`src/rtl/minhash_pkg.sv`:
```
// Shared types for the MinHash top-K sorter: key/payload widths, slot entry, FSM states.
package minhash_pkg;

    localparam int unsigned SIGNATURE_WIDTH = 32;
    localparam int unsigned INDEX_WIDTH     = 10;

    typedef logic [SIGNATURE_WIDTH-1:0] sig_t;
    typedef logic [INDEX_WIDTH-1:0]     idx_t;

    typedef struct packed {
        logic valid;
        sig_t sig;
        idx_t idx;
    } entry_t;

    typedef enum logic [1:0] {
        IDLE = 2'd0,
        FILL = 2'd1,
        HOLD = 2'd2
    } sorter_state_t;

    // True when a held entry ranks strictly behind key s (ties favour the held entry)
    function automatic logic is_worse(input entry_t e, input sig_t s, input logic max_mode);
        return e.valid && (max_mode ? (e.sig < s) : (e.sig > s));
    endfunction

endpackage

```
`src/rtl/topk_stream_sorter_if.sv`:
```
// Beat stream in, sorted top-K result out, each with its own valid/ready handshake.
interface topk_stream_sorter_if #(
    parameter int unsigned NUM_COMPARATORS = 8,
    parameter int unsigned LOG_COMPARATORS = 3
);
    import minhash_pkg::*;

    logic                                   mode;
    logic                                   valid_in;
    logic                                   ready_in;
    logic                                   last_in;
    sig_t                                   signature_in;
    idx_t                                   index_in;
    logic                                   valid_out;
    logic                                   ready_out;
    logic [NUM_COMPARATORS*INDEX_WIDTH-1:0] indices_out;
    logic [NUM_COMPARATORS-1:0]             entry_valid_out;
    logic [LOG_COMPARATORS:0]               count_out;

    // Upstream producer and downstream consumer side
    modport master (
        output mode, valid_in, last_in, signature_in, index_in, ready_out,
        input  ready_in, valid_out, indices_out, entry_valid_out, count_out
    );

    // Sorter side
    modport slave (
        input  mode, valid_in, last_in, signature_in, index_in, ready_out,
        output ready_in, valid_out, indices_out, entry_valid_out, count_out
    );

endinterface

```
`src/rtl/sorter_cell.sv`:
```
// One slot of the systolic insertion array: keeps, replaces, or shifts in its entry.
module sorter_cell
    import minhash_pkg::*;
(
    input  logic   clk,
    input  logic   rst,
    input  logic   insert_i,   // accepted beat this cycle
    input  logic   clear_i,    // first beat of a frame: treat the array as empty
    input  logic   mode_i,     // 0 keep smallest, 1 keep largest
    input  sig_t   sig_i,
    input  idx_t   idx_i,
    input  logic   flag_i,     // new pair lands in a lower slot
    input  entry_t entry_i,    // registered entry of the slot below
    output logic   flag_c_o,   // new pair lands in this slot or a lower one
    output entry_t entry_o
);

    entry_t entry_q;
    entry_t entry_d;
    entry_t own_eff;
    entry_t below_eff;
    logic   take;

    // Slot decision: shift from below, capture the new pair, or hold
    always_comb begin
        own_eff   = clear_i ? entry_t'('0) : entry_q;
        below_eff = clear_i ? entry_t'('0) : entry_i;
        take      = !own_eff.valid || is_worse(own_eff, sig_i, mode_i);
        flag_c_o  = flag_i | take;
        entry_d   = entry_q;
        if (insert_i) begin
            if (flag_i) begin
                entry_d = below_eff;
            end else if (take) begin
                entry_d = '{valid: 1'b1, sig: sig_i, idx: idx_i};
            end else begin
                entry_d = own_eff;
            end
        end
    end

    // Slot register
    always_ff @(posedge clk) begin
        if (rst) begin
            entry_q <= '0;
        end else begin
            entry_q <= entry_d;
        end
    end

    assign entry_o = entry_q;

endmodule

```
`src/rtl/topk_stream_sorter.sv`:
```
// Streaming top-K sorter: K insertion cells plus frame FSM, beat count and result handshake.
module topk_stream_sorter
    import minhash_pkg::*;
#(
    parameter int unsigned NUM_COMPARATORS = 8,
    parameter int unsigned LOG_COMPARATORS = 3
) (
    input  logic                 clk,
    input  logic                 rst,
    topk_stream_sorter_if.slave  bus
);

    localparam int unsigned K  = NUM_COMPARATORS;
    localparam int unsigned CW = LOG_COMPARATORS + 1;

    sorter_state_t   state_q;
    logic            ready_q;
    logic            valid_q;
    logic            mode_q;
    logic [CW-1:0]   count_q;

    logic            accept;
    logic            first;
    logic            mode_eff;

    entry_t          slot_q [K];
    logic [K:0]      flag_c;

    logic [K*INDEX_WIDTH-1:0] idx_vec;
    logic [K-1:0]             ev_vec;

    logic [SIGNATURE_WIDTH-1:0] unused_top_sig;
    logic                       unused_top_flag;

    assign accept   = bus.valid_in & ready_q;
    assign first    = accept & (state_q == IDLE);
    assign mode_eff = first ? bus.mode : mode_q;

    // Frame FSM with registered handshake outputs and saturating beat count
    always_ff @(posedge clk) begin
        if (rst) begin
            state_q <= IDLE;
            ready_q <= 1'b0;
            valid_q <= 1'b0;
            mode_q  <= 1'b0;
            count_q <= '0;
        end else begin
            case (state_q)
                IDLE: begin
                    ready_q <= 1'b1;
                    if (accept) begin
                        mode_q  <= bus.mode;
                        count_q <= CW'(1);
                        if (bus.last_in) begin
                            state_q <= HOLD;
                            ready_q <= 1'b0;
                            valid_q <= 1'b1;
                        end else begin
                            state_q <= FILL;
                        end
                    end
                end
                FILL: begin
                    if (accept) begin
                        if (count_q != CW'(K)) begin
                            count_q <= count_q + CW'(1);
                        end
                        if (bus.last_in) begin
                            state_q <= HOLD;
                            ready_q <= 1'b0;
                            valid_q <= 1'b1;
                        end
                    end
                end
                HOLD: begin
                    if (bus.ready_out) begin
                        state_q <= IDLE;
                        ready_q <= 1'b1;
                        valid_q <= 1'b0;
                    end
                end
                default: begin
                    state_q <= IDLE;
                    ready_q <= 1'b1;
                    valid_q <= 1'b0;
                end
            endcase
        end
    end

    assign flag_c[0] = 1'b0;

    // Insertion array; slot 0 holds the best entry
    for (genvar i = 0; i < K; i++) begin : g_cell
        entry_t below;
        if (i == 0) begin : g_bottom
            assign below = '0;
        end else begin : g_chain
            assign below = slot_q[i-1];
        end

        sorter_cell u_cell (
            .clk      (clk),
            .rst      (rst),
            .insert_i (accept),
            .clear_i  (first),
            .mode_i   (mode_eff),
            .sig_i    (bus.signature_in),
            .idx_i    (bus.index_in),
            .flag_i   (flag_c[i]),
            .entry_i  (below),
            .flag_c_o (flag_c[i+1]),
            .entry_o  (slot_q[i])
        );
    end

    // Flatten slot registers onto the result bus
    always_comb begin
        idx_vec = '0;
        ev_vec  = '0;
        for (int unsigned i = 0; i < K; i++) begin
            idx_vec[i*INDEX_WIDTH +: INDEX_WIDTH] = slot_q[i].idx;
            ev_vec[i]                             = slot_q[i].valid;
        end
    end

    // The top slot's key and the final insert flag have no consumer
    assign unused_top_sig  = slot_q[K-1].sig;
    assign unused_top_flag = flag_c[K];

    assign bus.ready_in        = ready_q;
    assign bus.valid_out       = valid_q;
    assign bus.count_out       = count_q;
    assign bus.indices_out     = idx_vec;
    assign bus.entry_valid_out = ev_vec;

endmodule
```
`src/flat_wrapper.sv`:
```
// flat-port wrapper written by rule: the top's interface ports become plain ports
module topk_stream_sorter_flat import minhash_pkg::*;
#(
    parameter int unsigned NUM_COMPARATORS = 8,
    parameter int unsigned LOG_COMPARATORS = 3
)
  (clk, rst, bus_mode, bus_valid_in, bus_last_in, bus_signature_in, bus_index_in, bus_ready_out, bus_ready_in, bus_valid_out, bus_indices_out, bus_entry_valid_out, bus_count_out);
  topk_stream_sorter_if #(.NUM_COMPARATORS(NUM_COMPARATORS), .LOG_COMPARATORS(LOG_COMPARATORS)) bus_i ();
  input  logic clk;
  input  logic rst;
  input wire logic [$bits(bus_i.mode)-1:0] bus_mode;
  input wire logic [$bits(bus_i.valid_in)-1:0] bus_valid_in;
  input wire logic [$bits(bus_i.last_in)-1:0] bus_last_in;
  input wire logic [$bits(bus_i.signature_in)-1:0] bus_signature_in;
  input wire logic [$bits(bus_i.index_in)-1:0] bus_index_in;
  input wire logic [$bits(bus_i.ready_out)-1:0] bus_ready_out;
  output wire logic [$bits(bus_i.ready_in)-1:0] bus_ready_in;
  output wire logic [$bits(bus_i.valid_out)-1:0] bus_valid_out;
  output wire logic [$bits(bus_i.indices_out)-1:0] bus_indices_out;
  output wire logic [$bits(bus_i.entry_valid_out)-1:0] bus_entry_valid_out;
  output wire logic [$bits(bus_i.count_out)-1:0] bus_count_out;
  assign bus_i.mode = bus_mode;
  assign bus_i.valid_in = bus_valid_in;
  assign bus_i.last_in = bus_last_in;
  assign bus_i.signature_in = bus_signature_in;
  assign bus_i.index_in = bus_index_in;
  assign bus_i.ready_out = bus_ready_out;
  assign bus_ready_in = bus_i.ready_in;
  assign bus_valid_out = bus_i.valid_out;
  assign bus_indices_out = bus_i.indices_out;
  assign bus_entry_valid_out = bus_i.entry_valid_out;
  assign bus_count_out = bus_i.count_out;
  topk_stream_sorter #(.NUM_COMPARATORS(NUM_COMPARATORS), .LOG_COMPARATORS(LOG_COMPARATORS)) u_core (.clk(clk), .rst(rst), .bus(bus_i));
endmodule
```
`config.mk`:
```
export PLATFORM = sky130hd
export DESIGN_NAME = topk_stream_sorter_flat
export DESIGN_NICKNAME = d
export VERILOG_FILES = /design/src/rtl/minhash_pkg.sv /design/src/rtl/topk_stream_sorter_if.sv /design/src/rtl/sorter_cell.sv /design/src/rtl/topk_stream_sorter.sv /design/src/flat_wrapper.sv
export SDC_FILE = /design/constraint.sdc
export NUM_CORES = 2
export LEC_CHECK = 0
export BUFFER_PORTS_ARGS = -buffer_cell sky130_fd_sc_hd__buf_2
export CORE_MARGIN = 2
export CORE_UTILIZATION = 35
export DETAILED_ROUTE_END_ITERATION = 12
export GPL_ROUTABILITY_DRIVEN = 0
export MAX_ROUTING_LAYER = met4
export PLACE_DENSITY = 0.6
export SYNTH_ARGS = -nofsm -noshare
export SYNTH_HDL_FRONTEND = slang
export SYNTH_SLANG_ARGS = --single-unit
```
`constraint.sdc`:
```
create_clock -name clk -period 5.23 [get_ports clk]
set_input_delay 0.7845 -clock clk [delete_from_list [all_inputs] [get_ports clk]]
set_output_delay 0.7845 -clock clk [all_outputs]
set_load 0.01 [all_outputs]
```
==> run_results.csv <==
group,metric,value,unit
global_routing,grt_max_degree,134,
sta,fin_crit_sh,93.8,%
sta,rsz0062_at_grt,"false",
sta,tightest_slew,0.900,ns
run,cap_violations,0,
worst_setup_path,r2r_setup_slack,0.33,ns
global_routing,grt-ovfl-total,0,
placement,dpl.hpwl,57500,µm
run_status,status,"completed",
synth,synth_flop_cell,"dfxtp_1",
synth,synth_top_cell_by_area,"dfxtp_1",
synth,ys_seq_area_share,30.1,%
power_and_ir_drop,p_seq_share,40.1,%
worst_setup_path,critPathLaunchType,"flop",
synth,ys_warn_count,0,
power_and_ir_drop,switching_share,30.0,%
worst_setup_path,slowest_delay,0.56,ns
floorplanning,ios,142,
sta,tns,0,ns
detailed_routing,drt_iter0_drc,2236,
floorplanning,rows,94,
worst_setup_path,cp.required,5.66,ns
power_and_ir_drop,totalPowerFinal,0.00739,W
power_and_ir_drop,p_sw,0.00222,W
synth,synthDistinctLibCells,67,
clocking,worstSkewPairLatency,0.57,ns
clocking,clockBufferDepth,3,
synth,synth-compound-area-share,24.2,%
layout,multi_input_area,14700,µm²
detailed_routing,wirelength,83200,µm
synth,muxShareOfSynthArea,1.29,%
floorplanning,design.core.area,66100,µm²
global_routing,grt_antenna_before_repair,1,
clocking,cts_sinks,353,
clocking,clock-root-buffer,"clkbuf_16",
synth,syn_nets,3179,
clocking,cts_made_buffers,42,
detailed_routing,drtPass1Iterations,7,
worst_setup_path,crit_path_frequent_cell,"buf_4",
clocking,clkSlewWorstSetupHoldPaths,0.06,ns
detailed_routing,num_vias,21800,
synth,synth_most_common_cell,"dfxtp_1",
clocking,cts_setup_buffers,0,
synth,ys_ff_latch,353,
placement,dpl_cell_area,25500,µm²
synth,synth_top_family_by_area,"compound AO/OA/AOI/OAI gates",
sta,setup_viol,0,
worst_setup_path,critPathSlowestCell,"o21ai_0",
global_routing,grt_pass1_wl,129000,µm
power_and_ir_drop,p_comb_share,19.7,%
layout,post-route-util,40.6,%
placement,port_buffers,141,
power_and_ir_drop,peakVddDrop,0.203,mV
sta,slew-limit-headroom,40.0,%
clocking,cts_resized,0,
floorplanning,start_util,35.5,%
layout,regArea,7070,µm²
layout,n_fill_cell,6741,
power_and_ir_drop,intPower,0.00517,W
layout,nNetsFinal,3194,
synth,synthAdderAreaFrac,13.8,%
clocking,hold_buffers,0,
sta,fin_skew,0.0154,ns
sta,maxSlewViolCount,0,
floorplanning,dieArea,69100,µm²
detailed_routing,drc,0,
global_routing,first_global_vias,20600,
synth,synth.avg_cell_area,8.16,µm²
power_and_ir_drop,p_clk_share,40.1,%
worst_setup_path,crit_chain,"or3_4 -> buf_12 -> and2_1 -> ha_1 -> nand2_1 -> o21ai_0 -> a221oi_1 -> buf_4 -> a31oi_1 -> o311ai_0 -> nor2b_4 -> buf_4 -> nand4_1 -> buf_4 -> or3_1 -> o21ai_0 -> a22oi_1",
synth,synth_edf_count,0,
sta,max_freq,204,MHz
synth,netlist_area,23500,µm²
synth,synth_top_area_share,30.1,%
synth,synthTopCellsByArea,"dfxtp_1 (30%), ha_1 (14%), and2_1 (7.0%), a21oi_1 (4.8%), nor2_1 (4.0%)",
synth,synth_commonest_cells,"dfxtp_1 (353), and2_1 (261), ha_1 (258), nor2_1 (253), a21oi_1 (225)",
layout,drive_gt1_share,14.9,%
floorplanning,fp.dieW,263,µm
clocking,cts_max_level,2,
synth,synthArstFlopShare,0,%
layout,area_growth,14.4,%
sta,hold_viol,0,
worst_hold_path,hold_path_class,"in -> reg",
worst_setup_path,end_kind,"flop",
detailed_routing,via_per_inst,5.75,
synth,synth-simple-area-share,22.4,%
power_and_ir_drop,power_density,275,nW/µm²
synth,synthXorXnorAreaFrac,0.0373,%
worst_setup_path,crit_fanout,58,
global_routing,grt_usage,24.2,%
detailed_routing,ant_nets,0,
layout,fin_area,26800,µm²
detailed_routing,wl_per_cell,22.0,µm
power_and_ir_drop,leakagePower,11.8,nW
worst_setup_path,crit_type,"reg -> reg",
sta,fin_crit,4.90,ns
worst_setup_path,arrival,5.33,ns
floorplanning,die_h,263,µm
synth,syn_inst,2873,
clocking,cts_tree,"yes",
==> kinds of logic (layout without fill, tap and decap cells) <==
family / after synthesis / in the layout
flops: 353 / 353
other cells: 0 / 2
mux: 30 / 30
fa+ha+maj: 258 / 258
buf+inv: 409 / 454
compound gates: 793 / 793
simple gates: 1029 / 1029
xor+xnor: 1 / 1
==> state kept, by name (all words and copies together) (netlist names) <==
register	count
u_core.bus.count_out	4
u_core.bus.ready_in	1
u_core.bus.valid_out	1
u_core.g_cell.u_cell.entry_o	344
u_core.mode_q	1
u_core.state_q	2
==> final timing paths <==
path | from | to | cells past startpoint
setup reg to reg | u_core.state_q[1]$_SDFFE_PP0P_ | u_core.g_cell[4].u_cell.entry_o[40]$_SDFFE_PP0N_ | 17
hold / removal | bus_last_in | u_core.bus.ready_in$_SDFFE_PP0P_ | 2
hold reg to reg | u_core.g_cell[0].u_cell.entry_o[30]$_SDFFE_PP0N_ | u_core.g_cell[0].u_cell.entry_o[30]$_SDFFE_PP0N_ | 2
setup / recovery | u_core.state_q[1]$_SDFFE_PP0P_ | u_core.g_cell[4].u_cell.entry_o[40]$_SDFFE_PP0N_ | 17
==> cell usage in the layout, fill, tap and decap left out, types with 73 or more instances in the layout <==
master      n
dfxtp_1   353
buf_2     140
a21oi_1   221
inv_1      73
nor2_1    251
buf_4     132
ha_1      258
and2_1    260
o21ai_0    76
a211oi_1  121
nand2_1   197
nand2b_1  101
==> per-layer routing <==
layer / up-vias / part of all wire (%) / GRT usage (%)
li1: 10400 / - / -
met1: 10400 / 45 / 32.5
met2: 829 / 44 / 36.9
met3: 146 / 7.0 / 3.57
met4: 0 / 3.5 / 8.74
met5: - / 0 / -
==> critical path: cells and delay by family (launching register included) <==
family          cells  cell delay [ns]
buf+inv             4             0.92
simple gates        6             1.67
flops               1             0.39
compound gates      6             1.42
fa+ha+maj           1             0.29
==> stage by stage <==
stage,std cells,hold slack (ns),worst slack [ns]
after detailed placement,3708,0.442,-0.0980
after floorplan,2873,0.432,0.0135
after global placement,3708,0.438,-0.113
after global routing,3783,0.454,0.0796
final,3784,0.447,0.327
after CTS,3782,0.418,0.333
==> power by group through the flow <==
stage                     registers (W)  clock network [W]  logic, W
final                           0.00297            0.00297   0.00146
after global placement          0.00302                  0   0.00142
after global routing            0.00298            0.00312   0.00161
after detailed placement        0.00302                  0   0.00144
after floorplan                 0.00298                  0  0.000975
after CTS                       0.00296            0.00301   0.00144
==> cell type report <==
| cell class | count | share of cell area (%) |
|---|---|---|
| Multi-Input combinational cell | 2111 | 54.6 |
| Antenna cell | 2 | 0.0187 |
| Tap cell | 864 | 4.03 |
| Sequential cell | 353 | 26.3 |
| Inverter | 73 | 1.02 |
| Timing Repair Buffer | 307 | 8.90 |
| Clock buffer | 66 | 4.83 |
| Clock inverter | 8 | 0.243 |
(Power assumes the default switching activity.)
